<file path="config.mk">
export PLATFORM = sky130hd
export DESIGN_NAME = lut_arbiter_flat
export DESIGN_NICKNAME = d
export VERILOG_FILES = /design/src/rtl/lut_arbiter_if.sv /design/src/rtl/lut_arbiter.sv /design/src/flat_wrapper.sv
export SDC_FILE = /design/constraint.sdc
export NUM_CORES = 1
export LEC_CHECK = 0
export ABC_CLOCK_PERIOD_IN_PS = 2500
export CORE_MARGIN = 4
export CORE_UTILIZATION = 40
export DETAILED_ROUTE_END_ITERATION = 8
export PLACE_DENSITY = 0.61
export SLEW_MARGIN = 0
export SYNTH_ARGS = -nofsm -noshare
export SYNTH_HDL_FRONTEND = slang
export SYNTH_SLANG_ARGS = --single-unit
</file>
<file path="constraint.sdc">
create_clock -name Clk -period 2.5 [get_ports Clk]
set_clock_uncertainty 0.05 [all_clocks]
set_input_delay 0.25 -clock Clk [delete_from_list [all_inputs] [get_ports Clk]]
set_output_delay 0.25 -clock Clk [all_outputs]
set_load 0.01 [all_outputs]
</file>
<file path="src/rtl/lut_arbiter_if.sv">
// Handshake bundle for lut_arbiter: loader port plus branch and memory lookup ports.
// slave = arbiter side, master = requester/loader side.
interface lut_arbiter_if #(
    parameter int DW = 10,
    parameter int AW = 4
);
    logic          LoadStart;
    logic          LoadValid;
    logic [DW-1:0] LoadData;
    logic          LoadReady;
    logic          LoadDone;
    logic          Busy;

    logic          BrReq;
    logic [AW-1:0] BrIdx;
    logic          BrGnt;
    logic          BrValid;
    logic [DW-1:0] BrOut;

    logic          MemReq;
    logic [AW-1:0] MemIdx;
    logic          MemGnt;
    logic          MemValid;
    logic [DW-1:0] MemOut;

    modport slave (
        input  LoadStart, LoadValid, LoadData,
        output LoadReady, LoadDone, Busy,
        input  BrReq, BrIdx,
        output BrGnt, BrValid, BrOut,
        input  MemReq, MemIdx,
        output MemGnt, MemValid, MemOut
    );

    modport master (
        output LoadStart, LoadValid, LoadData,
        input  LoadReady, LoadDone, Busy,
        output BrReq, BrIdx,
        input  BrGnt, BrValid, BrOut,
        output MemReq, MemIdx,
        input  MemGnt, MemValid, MemOut
    );
endinterface

</file>
<file path="src/rtl/lut_arbiter.sv">
// Writable 16-entry PC-target / data-address table with one read port shared by
// the branch and load/store units, plus a sequential full-table loader.
// Ports: Clk, Reset (sync, active-high), bus (lut_arbiter_if.slave):
//   loader  LoadStart/LoadValid/LoadData -> LoadReady/LoadDone/Busy
//   branch  BrReq/BrIdx -> BrGnt/BrValid/BrOut
//   memory  MemReq/MemIdx -> MemGnt/MemValid/MemOut
module lut_arbiter #(
    parameter int DW           = 10,
    parameter int AW           = 4,
    parameter int STARVE_LIMIT = 2
) (
    input  logic            Clk,
    input  logic            Reset,
    lut_arbiter_if.slave    bus
);
    localparam int DEPTH = 1 << AW;
    localparam int SW    = $clog2(STARVE_LIMIT + 1);

    localparam logic [0:0] S_RUN  = 1'b0;
    localparam logic [0:0] S_LOAD = 1'b1;

    localparam logic [DW-1:0] ENTRY5 = DW'(10'b1001101000);
    localparam logic [SW-1:0] SLIM   = SW'(STARVE_LIMIT);

    logic [0:0]    r_state;
    logic [AW-1:0] r_ptr;
    logic [SW-1:0] r_starve;
    logic [DW-1:0] r_table [DEPTH];
    logic [DW-1:0] r_br_out;
    logic [DW-1:0] r_mem_out;
    logic          r_br_valid;
    logic          r_mem_valid;
    logic          r_load_done;

    logic w_run;
    logic w_mem_pri;
    logic w_br_gnt;
    logic w_mem_gnt;
    logic w_wr;
    logic w_ptr_last;

    assign w_run      = (r_state == S_RUN);
    assign w_mem_pri  = (r_starve == SLIM);
    assign w_wr       = !w_run && bus.LoadValid;
    assign w_ptr_last = (r_ptr == {AW{1'b1}});

    // Branch wins ties until memory has lost STARVE_LIMIT times in a row.
    assign w_br_gnt  = w_run && bus.BrReq
                    && !(bus.MemReq && w_mem_pri);
    assign w_mem_gnt = w_run && bus.MemReq
                    && (!bus.BrReq || w_mem_pri);

    assign bus.BrGnt     = w_br_gnt;
    assign bus.MemGnt    = w_mem_gnt;
    assign bus.Busy      = !w_run;
    assign bus.LoadReady = !w_run;
    assign bus.LoadDone  = r_load_done;
    assign bus.BrValid   = r_br_valid;
    assign bus.BrOut     = r_br_out;
    assign bus.MemValid  = r_mem_valid;
    assign bus.MemOut    = r_mem_out;

    always_ff @(posedge Clk) begin
        if (Reset) begin
            r_state     <= S_RUN;
            r_ptr       <= '0;
            r_load_done <= 1'b0;
        end else begin
            r_load_done <= 1'b0;
            unique case (r_state)
                S_RUN: begin
                    if (bus.LoadStart) begin
                        r_state <= S_LOAD;
                        r_ptr   <= '0;
                    end
                end
                S_LOAD: begin
                    if (bus.LoadValid) begin
                        // ptr naturally wraps 15 -> 0 on the final write
                        r_ptr <= r_ptr + 1'b1;
                        if (w_ptr_last) begin
                            r_state     <= S_RUN;
                            r_load_done <= 1'b1;
                        end
                    end
                end
                default: r_state <= S_RUN;
            endcase
        end
    end

    // Reset restores boot contents, discarding any partial load.
    always_ff @(posedge Clk) begin
        if (Reset) begin
            for (int i = 0; i < DEPTH; i++) begin
                r_table[i] <= (i == 5) ? ENTRY5 : '0;
            end
        end else if (w_wr) begin
            r_table[r_ptr] <= bus.LoadData;
        end
    end

    always_ff @(posedge Clk) begin
        if (Reset) begin
            r_starve <= '0;
        end else if (w_mem_gnt || !bus.MemReq) begin
            r_starve <= '0;
        end else if (w_br_gnt && !w_mem_pri) begin
            r_starve <= r_starve + 1'b1;
        end
    end

    always_ff @(posedge Clk) begin
        if (Reset) begin
            r_br_out    <= '0;
            r_mem_out   <= '0;
            r_br_valid  <= 1'b0;
            r_mem_valid <= 1'b0;
        end else begin
            r_br_valid  <= w_br_gnt;
            r_mem_valid <= w_mem_gnt;
            if (w_br_gnt) begin
                r_br_out <= r_table[bus.BrIdx];
            end
            if (w_mem_gnt) begin
                r_mem_out <= r_table[bus.MemIdx];
            end
        end
    end
endmodule
</file>
<file path="src/flat_wrapper.sv">
// flat-port wrapper written by rule: the top's interface ports become plain ports
module lut_arbiter_flat 
#(
    parameter int DW           = 10,
    parameter int AW           = 4,
    parameter int STARVE_LIMIT = 2
)
  (Clk, Reset, bus_LoadStart, bus_LoadValid, bus_LoadData, bus_LoadReady, bus_LoadDone, bus_Busy, bus_BrReq, bus_BrIdx, bus_BrGnt, bus_BrValid, bus_BrOut, bus_MemReq, bus_MemIdx, bus_MemGnt, bus_MemValid, bus_MemOut);
  lut_arbiter_if #(.DW(DW), .AW(AW)) bus_i ();
  input  logic Clk;
  input  logic Reset;
  input wire logic [$bits(bus_i.LoadStart)-1:0] bus_LoadStart;
  input wire logic [$bits(bus_i.LoadValid)-1:0] bus_LoadValid;
  input wire logic [$bits(bus_i.LoadData)-1:0] bus_LoadData;
  output wire logic [$bits(bus_i.LoadReady)-1:0] bus_LoadReady;
  output wire logic [$bits(bus_i.LoadDone)-1:0] bus_LoadDone;
  output wire logic [$bits(bus_i.Busy)-1:0] bus_Busy;
  input wire logic [$bits(bus_i.BrReq)-1:0] bus_BrReq;
  input wire logic [$bits(bus_i.BrIdx)-1:0] bus_BrIdx;
  output wire logic [$bits(bus_i.BrGnt)-1:0] bus_BrGnt;
  output wire logic [$bits(bus_i.BrValid)-1:0] bus_BrValid;
  output wire logic [$bits(bus_i.BrOut)-1:0] bus_BrOut;
  input wire logic [$bits(bus_i.MemReq)-1:0] bus_MemReq;
  input wire logic [$bits(bus_i.MemIdx)-1:0] bus_MemIdx;
  output wire logic [$bits(bus_i.MemGnt)-1:0] bus_MemGnt;
  output wire logic [$bits(bus_i.MemValid)-1:0] bus_MemValid;
  output wire logic [$bits(bus_i.MemOut)-1:0] bus_MemOut;
  assign bus_i.LoadStart = bus_LoadStart;
  assign bus_i.LoadValid = bus_LoadValid;
  assign bus_i.LoadData = bus_LoadData;
  assign bus_LoadReady = bus_i.LoadReady;
  assign bus_LoadDone = bus_i.LoadDone;
  assign bus_Busy = bus_i.Busy;
  assign bus_i.BrReq = bus_BrReq;
  assign bus_i.BrIdx = bus_BrIdx;
  assign bus_BrGnt = bus_i.BrGnt;
  assign bus_BrValid = bus_i.BrValid;
  assign bus_BrOut = bus_i.BrOut;
  assign bus_i.MemReq = bus_MemReq;
  assign bus_i.MemIdx = bus_MemIdx;
  assign bus_MemGnt = bus_i.MemGnt;
  assign bus_MemValid = bus_i.MemValid;
  assign bus_MemOut = bus_i.MemOut;
  lut_arbiter #(.DW(DW), .AW(AW), .STARVE_LIMIT(STARVE_LIMIT)) u_core (.Clk(Clk), .Reset(Reset), .bus(bus_i));
endmodule
</file>
==> results_dict.tcl <==
set metrics [dict create \
    post-place-cells 1065 \
    die_h_um 165 \
    power_leakage_nw 4.24 \
    area_growth_pct 14.8 \
    setup_slack_ns 0.268 \
    drtIter0Drc 582 \
    hold_depth 2 \
    tns_ns 0 \
    synth_top_family_by_area "multiplexers" \
    critPathTopFamily "buffers and inverters" \
    antenna_found_initial 0 \
    h-tree-depth 4 \
    ys_async_sr_fraction_pct 0 \
    place_hpwl_um 19300 \
    preCtsSetupSlack_ns 0.197 \
    r2r_cells 6 \
    synth.area.mux_share_pct 20.2 \
    avgViaCountPerCell 5.66 \
    grt_remaining_overflow 0 \
    grt_pass1_wl_um 39400 \
    cts_tree "yes" \
    core_area_um2 24300 \
    wl_per_cell_um 23.5 \
    seq_power_share_pct 52.5 \
    synth_simple_gate_area_share_pct 16.2 \
    ys_ff_latch 190 \
    m1WireLength_um 11000 \
    internal_power_mw 5.18 \
    synth_flop_cell "edfxtp_1" \
    drc 0 \
    crit_buf_inv 3 \
    grt_pass1_vias 6411 \
    total_power_mw 6.91 \
    crit_required_ns 2.20 \
    p_clk_share_pct 37.2 \
    syn_area_per_cell_um2 13.8 \
    syn_nets 748 \
    worst_pin_slew_ns 0.956 \
    critPathKind "flip-flop to primary output" \
    rows 57 \
    drive_gt1_share_pct 16.3 \
    reg2reg_from "u_core.r_starve[0]" \
    holdPathEnd "u_core.r_starve[1]" \
    layout_min_cycle_time_ns 2.23 \
    layout_common_cells "edfxtp_1, and2_1, mux2i_1" \
    max_freq_ghz 0.448 \
    drtAntennaViolNets 0 \
    r2r_end "u_core.bus.MemOut[9]" \
    dr.pass1.iters 5 \
    reg2reg_slack_ns 0.37 \
    wl_um 25800 \
    p_sw_share_pct 25.0 \
    fin_crit_sh_pct 89.3 \
    initial_utilization_pct 40.7 \
    startpoint_type "flip-flop" \
    cts_setup_buffers 0 \
    synth-compound-area-share_pct 5.10 \
    crit_start "u_core.r_starve[0]" \
    worstSetupEndpointType "primary output" \
    postSynthCellCount 719 \
    max_cap_viol_count 0 \
    grt_max_degree 61 \
    clk_pin_slew_ns 0.07 \
    cp.arrival_ns 1.93 \
    vias 6214 \
    critPathMaxStageDelay_ns 0.56 \
    cts_root_buf "clkbuf_16" \
    ios 51 \
    ctsLongestPathBuffers 2 \
    hp-class "primary input to flip-flop" \
    synth_cell_type_count 40 \
    fillerInstances 2073 \
    cts.sinks 190 \
    combPwrFrac_pct 10.4 \
    synthAdderAreaFrac_pct 0.632 \
    crit_path_top_delay_cell "clkdlybuf4s50_1" \
    met2_length_um 12700 \
    top_layer "met4" \
    crit_top_cell "inv_1" \
    grt.total_usage_pct 19.5 \
    status "finished, final reports clean" \
    finalNetCount 789 \
    cts_buffers 17 \
    synth-seq-area-share_pct 54.6 \
    final_common_cell "edfxtp_1" \
    hold_viol 0 \
    die-area_um2 27300 \
    gp_congestion 0.869 \
    fin_hold_ws_ns 0.438 \
    cts_resized 0 \
    instances_no_fill 1097 \
    yosys_warnings 0 \
    path_cells "inv_1, ha_1, nand2_1, nand3b_1, inv_1, clkdlybuf4s50_1" \
    die_w_um 165 \
    wl_met3_um 1730 \
    ctsHoldBuffers 0 \
    min_from "bus_MemReq" \
    synth.cell_area_um2 9900 \
    slew_viol_final 0 \
    synth_enable_flop_cells 160 \
    rsz0062_at_grt "no" \
    critPathMaxFanout 4 \
    worstSkewPairLatency_ns 0.43 \
    finalSetupViolations 0 \
    portBuffers 50 \
    n_antenna_cell 0 \
    slew_headroom_pct 36.0 \
    switching_power_mw 1.73 \
    ir_worst_vdd_mv 0.443 \
    synth_xor_area_share_pct 0.0885 \
    power.density_nw_per_um2 609 \
]
## worst max path at each step
stage / depth (start not counted) / end
finish: 6 / bus_BrGnt
global route: 6 / bus_BrGnt
CTS: 6 / bus_BrGnt
detailed placement: 5 / u_core.r_table[13][4]
global placement: 5 / u_core.r_table[13][4]
floorplan: 5 / u_core.bus.BrOut[3]
## cell families after synthesis
| group | after synthesis |
|---|---|
| adder cells (fa/ha/maj) | 5 |
| flip-flops | 190 |
| buffers and inverters | 70 |
| AO/OA/AOI/OAI | 63 |
| multiplexers | 118 |
| XOR/XNOR | 1 |
| AND/OR/NAND/NOR | 272 |
## Yosys cell counts, types with 7 or more instances
cell	n	share of area, %
buf_2	12	0.61
dfxtp_1	30	6.1
and2_1	157	9.9
nor2b_1	16	1.0
nor2_1	31	1.2
mux4_2	29	6.6
o221ai_1	8	0.71
nand2_1	12	0.46
a2111oi_0	10	0.89
mux4_1	27	7.2
buf_1	7	0.27
clkbuf_1	40	1.5
nor3_1	8	0.40
edfxtp_1	160	49
mux2i_1	52	5.3
a22oi_1	16	1.2
nand3b_1	10	0.76
a221o_1	10	1.0
a211oi_1	11	0.83
or2_2	16	1.0
mux2_2	10	1.1
## power groups by stage
stage | registers (mW) | clock network [mW] | logic (mW)
global placement | 3.69 | 0 | 0.697
CTS | 3.62 | 2.61 | 0.716
detailed placement | 3.69 | 0 | 0.712
global route | 3.64 | 2.72 | 0.764
floorplan | 3.66 | 0 | 0.435
finish | 3.63 | 2.57 | 0.717
## state kept, by name, indices dropped and copies added, names as in the netlist, 2 cells and up
signal and cells:
u_core.bus.MemOut 10, u_core.r_starve 2, u_core.r_table 160, u_core.bus.BrOut 10
u_core.r_ptr 4
## per-stage QoR
step / instance area, um2 / util [%]
after global routing: 11400 / 46.7
after global placement: 10800 / 44.4
after floorplan: 9900 / -
final: 11400 / 46.7
after CTS: 11400 / 46.7
after detailed placement: 10800 / 44.4
## area by class of cell
cell class | instances | area (um2) | area share [%]
flip-flops and latches | 190 | 5410 | 47.6
well taps | 324 | 405 | 3.57
multi-input cells | 459 | 4180 | 36.8
inverters | 5 | 18.8 | 0.165
clock buffers | 18 | 429 | 3.78
clock inverters | 14 | 119 | 1.05
repair buffers | 87 | 801 | 7.05
## per-layer routing
metal | up-vias | track usage, %
met5 | - | 0
met4 | 0 | 5.52
met3 | 37 | 3.55
met2 | 252 | 32.7
met1 | 3114 | 26.1
li1 | 2811 | -
(Power assumes the default switching activity.)
==> patch 1 (config.mk and constraints unchanged) <==
Reset style: asynchronous (`Reset`), changed in 4 clocked blocks.
--- a/src/rtl/lut_arbiter.sv
+++ b/src/rtl/lut_arbiter.sv
@@ -60,7 +60,7 @@
     assign bus.MemValid  = r_mem_valid;
     assign bus.MemOut    = r_mem_out;
 
-    always_ff @(posedge Clk) begin
+    always_ff @(posedge Clk or posedge Reset) begin
         if (Reset) begin
             r_state     <= S_RUN;
             r_ptr       <= '0;
@@ -90,7 +90,7 @@
     end
 
     // Reset restores boot contents, discarding any partial load.
-    always_ff @(posedge Clk) begin
+    always_ff @(posedge Clk or posedge Reset) begin
         if (Reset) begin
             for (int i = 0; i < DEPTH; i++) begin
                 r_table[i] <= (i == 5) ? ENTRY5 : '0;
@@ -100,7 +100,7 @@
         end
     end
 
-    always_ff @(posedge Clk) begin
+    always_ff @(posedge Clk or posedge Reset) begin
         if (Reset) begin
             r_starve <= '0;
         end else if (w_mem_gnt || !bus.MemReq) begin
@@ -110,7 +110,7 @@
         end
     end
 
-    always_ff @(posedge Clk) begin
+    always_ff @(posedge Clk or posedge Reset) begin
         if (Reset) begin
             r_br_out    <= '0;
             r_mem_out   <= '0;
Check against the original RTL: differs if Reset is asserted again (counterexample within 4 cycles, from zero or initial values and one cycle with Reset high); with Reset held inactive, the same outputs for 10 cycles.
==> patch 1 against the original RTL <==
- fmax shrank 5.1%
- cell area rose by 3.3%
- first-iteration DRC count is 16% lower
- critical path type unchanged
- setup slack worse by 0.12 ns
- register-to-register slack improved by 0.06 ns
- sequential cell count stayed put
- non-clock buffer count rose by 13
- area after synthesis rose by 0.68%
- routed wire length grew 4.8%
- largest cell class is now multi-input combinational cells
Power is not compared: it rests on default switching activity, and its combinational part moved more than twofold at a synthesized area within 25%.
==> patch 1: results (changes against the original RTL) <==
Cells and area
  – Multi-input gates: 399 (-13%)
  – # fillers: 2112 (+1.9%)
  – Area Growth Syn to Fin: 17.7%
  – Multi-input logic portion of the cell area: 41.6% (+4.8 points)
  – Clock buffers: 20 (+2)
  – Non-Clock Buffer Count: 100 (+15%)
  – Signal buf overhead: 8.47% (+1.4 points)
  – Layout cells sized above 1: 39.8% (+23 points)
  – Clock-cell share of area: 5.61% (+0.79 points)
  – Sequential cell area share: 40.6% (-7.0 points)

Synth
  – Mean Syn Cell Area: 15.6 µm² (+13%)
  – Ys async rst share: 100% (+100 points)
  – Synth cell count leaders: dfrtp_1, mux2_2, mux4_2, mux2_1, mux2i_1
  – Syn Nets: 667 (-11%)

Route
  – DRT met1 WL: 11500 µm (+5.0%)
  – 1st-pass router iterations: 4 (-1)
  – WL final: 27000 µm (+4.8%)
  – DRC marker count from the first detailed-route iteration: 491 (-16%)
  – Met2 WL: 13100 µm (+3.6%)

GRT
  – Met3 Use GR: 3.57% (+0.021 points)
  – First-pass GRT wire length: 42000 µm (+6.5%)
  – Met2 GRT Util: 31.6% (-1.1 points)
  – Vias in the first global route: 6873 (+7.2%)
  – GRT met1 Usage: 27.9% (+1.7 points)
  – Gr usage total: 19.9% (+0.35 points)

Setup path
  – CP Data Arrival Time: 2.05 ns (+0.12 ns)
  – Peak fanout along the critical path: 9 (+5)

Status
  – Status: finished, final reports clean

Placement
  – # placed instances: 1019 (-4.3%)
  – Placed wire-length estimate: 18800 µm (-2.5%)
  – Global placement routability congestion: 0.776 (-11%)
  – Place WS: 0.00910 ns (-0.188 ns)

Clocking
  – Cts repair resizes: 2 (+2)
==> patch 1: cell families (layout without fill, tap and decap cells) <==
kind of cell	count (synthesis)	in the layout	synth area share, %
AOI/OAI and AO/OA	53	53	3.75
muxes	278	278	40.0
DFF	190	190	47.8
adders and majority gates	5	5	0.628
buffers and inverters	49	138	3.33
and+or+nand+nor	63	63	4.47
==> patch 1: worst paths after layout <==
kind                                         to  cells past startpoint  slack [ns]            startpoint
min reg2reg                u_core.bus.MemOut[1]                      1        0.43  u_core.bus.MemOut[1]
max in group asynchronous   u_core.r_table[103]                      3        1.47                 Reset
min                             u_core.r_ptr[0]                      2        0.15                 Reset
max                                  bus_MemGnt                      5        0.15       u_core.bus.Busy
min in group Clk             u_core.r_starve[1]                      2        0.42            bus_MemReq
max reg2reg                  u_core.r_table[93]                      4        0.43       u_core.bus.Busy
==> patch 1: critical path: cells and delay by family, from the launching register on <==
kind | cells | cell delay (ns)
DFF | 1 | 0.46
buffers and inverters | 3 | 0.82
and+or+nand+nor | 2 | 0.34
==> patch 2 (config.mk and constraints unchanged) <==
Made on the original files. `AW` is set to 4 in 3 places; all go to 3.
--- a/src/rtl/lut_arbiter_if.sv
+++ b/src/rtl/lut_arbiter_if.sv
@@ -2,7 +2,7 @@
 // slave = arbiter side, master = requester/loader side.
 interface lut_arbiter_if #(
     parameter int DW = 10,
-    parameter int AW = 4
+    parameter int AW = 3
 );
     logic          LoadStart;
     logic          LoadValid;
--- a/src/rtl/lut_arbiter.sv
+++ b/src/rtl/lut_arbiter.sv
@@ -6,7 +6,7 @@
 //   memory  MemReq/MemIdx -> MemGnt/MemValid/MemOut
 module lut_arbiter #(
     parameter int DW           = 10,
-    parameter int AW           = 4,
+    parameter int AW           = 3,
     parameter int STARVE_LIMIT = 2
 ) (
     input  logic            Clk,
--- a/src/flat_wrapper.sv
+++ b/src/flat_wrapper.sv
@@ -2,7 +2,7 @@
 module lut_arbiter_flat 
 #(
     parameter int DW           = 10,
-    parameter int AW           = 4,
+    parameter int AW           = 3,
     parameter int STARVE_LIMIT = 2
 )
   (Clk, Reset, bus_LoadStart, bus_LoadValid, bus_LoadData, bus_LoadReady, bus_LoadDone, bus_Busy, bus_BrReq, bus_BrIdx, bus_BrGnt, bus_BrValid, bus_BrOut, bus_MemReq, bus_MemIdx, bus_MemGnt, bus_MemValid, bus_MemOut);
Interface: changed (resized bus_BrIdx and bus_MemIdx); port bits go from 51 to 49. No check against the original RTL was run, so the function may have changed too.
==> patch 2 against the original RTL <==
- routed wire length shrank 48%
- area after synthesis fell by 46%
- sequential cell count decreased by 81
- cell area decreased by 44%
- power shrank 44%
- synthesized cell count decreased by 43%
- register-to-register slack gained 0.17 ns
- fmax rose by 5.5%
- setup slack improved by 0.12 ns
==> patch 2: results (changes against the original RTL) <==
Min path
  – Hold path cells: 2 (unchanged)
  – Worst min path class: register to register
  – Min-delay src: u_core.r_starve[1]

Cells and area
  – Layout net count: 489 (-38%)
  – Max reg flops: 80 (-50%)
  – # fillers: 1135 (-45%)
  – Layout cells sized above 1: 11.9% (-4.4 points)

Setup path
  – R2r worst-path depth: 5 (-1)
  – CP max stage delay: 0.48 ns (-0.08 ns)
  – CP Data Arrival Time: 1.82 ns (-0.11 ns)
  – Peak fanout along the critical path: 3 (-1)

GRT
  – Met3 Use GR: 4.30% (+0.75 points)
  – First-pass GRT wire length: 20500 µm (-48%)
  – Initial antenna violation count: 0 (unchanged)
  – Vias in the first global route: 3646 (-43%)
  – Gr usage total: 18.6% (-0.90 points)
  – Largest net degree at the start of global routing: 41 (-33%)
  – GRT met1 Usage: 23.1% (-3.0 points)

Power and ir drop
  – P_comb: 0.000439 W (-39%)
  – Lkg Pwr: 2.42 nW (-43%)
  – VDD IR-drop max: 0.336 mV (-24%)
  – Clk pwr: 0.00139 W (-46%)
  – Comb power frac: 11.3% (+0.9 points)
  – Switching pwr: 0.000902 W (-48%)

Route
  – 1st-pass router iterations: 5 (unchanged)
  – DRC marker count from the first detailed-route iteration: 320 (-45%)
  – WL/cell: 20.8 µm (-11%)
  – Vias: 3546 (-43%)

Synth
  – Syn Nets: 433 (-42%)
  – Share of the yosys chip area belonging to registers: 55.9% (+1.2 points)
  – Distinct cells, synth: 37 (-7.5%)
  – Synth cell count leaders: edfxtp_1, and2_1, mux2i_1, a22oi_1, dfxtp_1
  – Synth area leaders: edfxtp_1, mux2i_1, dfxtp_1
  – YS warnings: 0 (unchanged)
  – EDFF count, synth: 80 (-50%)

Clocking
  – CTS Buf Count: 9 (-8)
  – Clock Tree Buf Depth: 2 (unchanged)
  – Root Driver: clkbuf_16
  – Clock Latency Late Sink: 0.35 ns (-0.08 ns)
  – Max H-tree Level: 3 (-1)

Placement
  – Global placement routability congestion: 0.809 (-6.9%)
  – # port buffers: 48 (-4.0%)
  – Placed wire-length estimate: 9230 µm (-52%)
  – Place WS: 0.402 ns (+0.205 ns)
  – Post-placement cell area: 6090 µm² (-44%)

STA
  – Worst Max-Slew Pin Slew: 1.09 ns (+0.136 ns)

Status
  – Status: finished, final reports clean
[patch 2: changes by cell type after synthesis, sizes merged, moves of 11 or more]
cell,before,now
nor2,31,11
buf,24,11
nor2b,16,5
clkbuf,41,16
and2,157,78
a32o,0,20
mux4,56,10
a211oi,11,0
edfxtp,160,80
a22oi,16,29
[patch 2: worst reg2reg max path: stages, from the launching register on]
cell,delay [ns]
dfxtp_1,0.33
inv_1,0.06
ha_1,0.23
nand2b_1,0.18
a31oi_1,0.83
a32o_1,0.23
[patch 2: cells by family after synthesis]
family | synth area share (%)
simple gates | 15.7
fa+ha+maj | 0.703
buf+inv | 2.72
compound gates | 9.11
mux | 15.9
flops | 55.9
[patch 2: final cells by class]
| cell class | instances | area, µm² | area share, % |
|---|---|---|---|
| clock buffer | 14 | 275 | 4.32 |
| multi-input combinational | 270 | 2220 | 34.8 |
| timing repair buffer | 72 | 663 | 10.4 |
| inverter | 2 | 7.51 | 0.118 |
| tap | 172 | 215 | 3.37 |
| sequential | 109 | 2980 | 46.8 |
| clock inverter | 2 | 16.3 | 0.255 |
[patch 2: metal layers]
layer,vias to the layer above,wire length [µm]
met5,-,0
met4,0,355
met3,28,714
met2,124,6620
met1,1739,5660
li1,1655,-
[patch 2: per-stage QoR]
stage / hold WS, ns / instances / util, %
4_1_cts: 0.413 / 641 / 49.7
2_1_floorplan: 0.315 / 408 / -
6_report: 0.413 / 641 / 49.7
3_3_place_gp: 0.406 / 625 / 47.5
5_1_grt: 0.438 / 641 / 49.7
3_5_place_dp: 0.403 / 625 / 47.5
[patch 2: path summary, 6_finish.rpt]
kind,endpoint,slack (ns)
worst min-delay path,u_core.r_starve[1],0.41
worst max-delay path,bus_MemGnt,0.38
worst max register to register,u_core.bus.MemOut[3],0.54
worst min register to register,u_core.r_starve[1],0.41
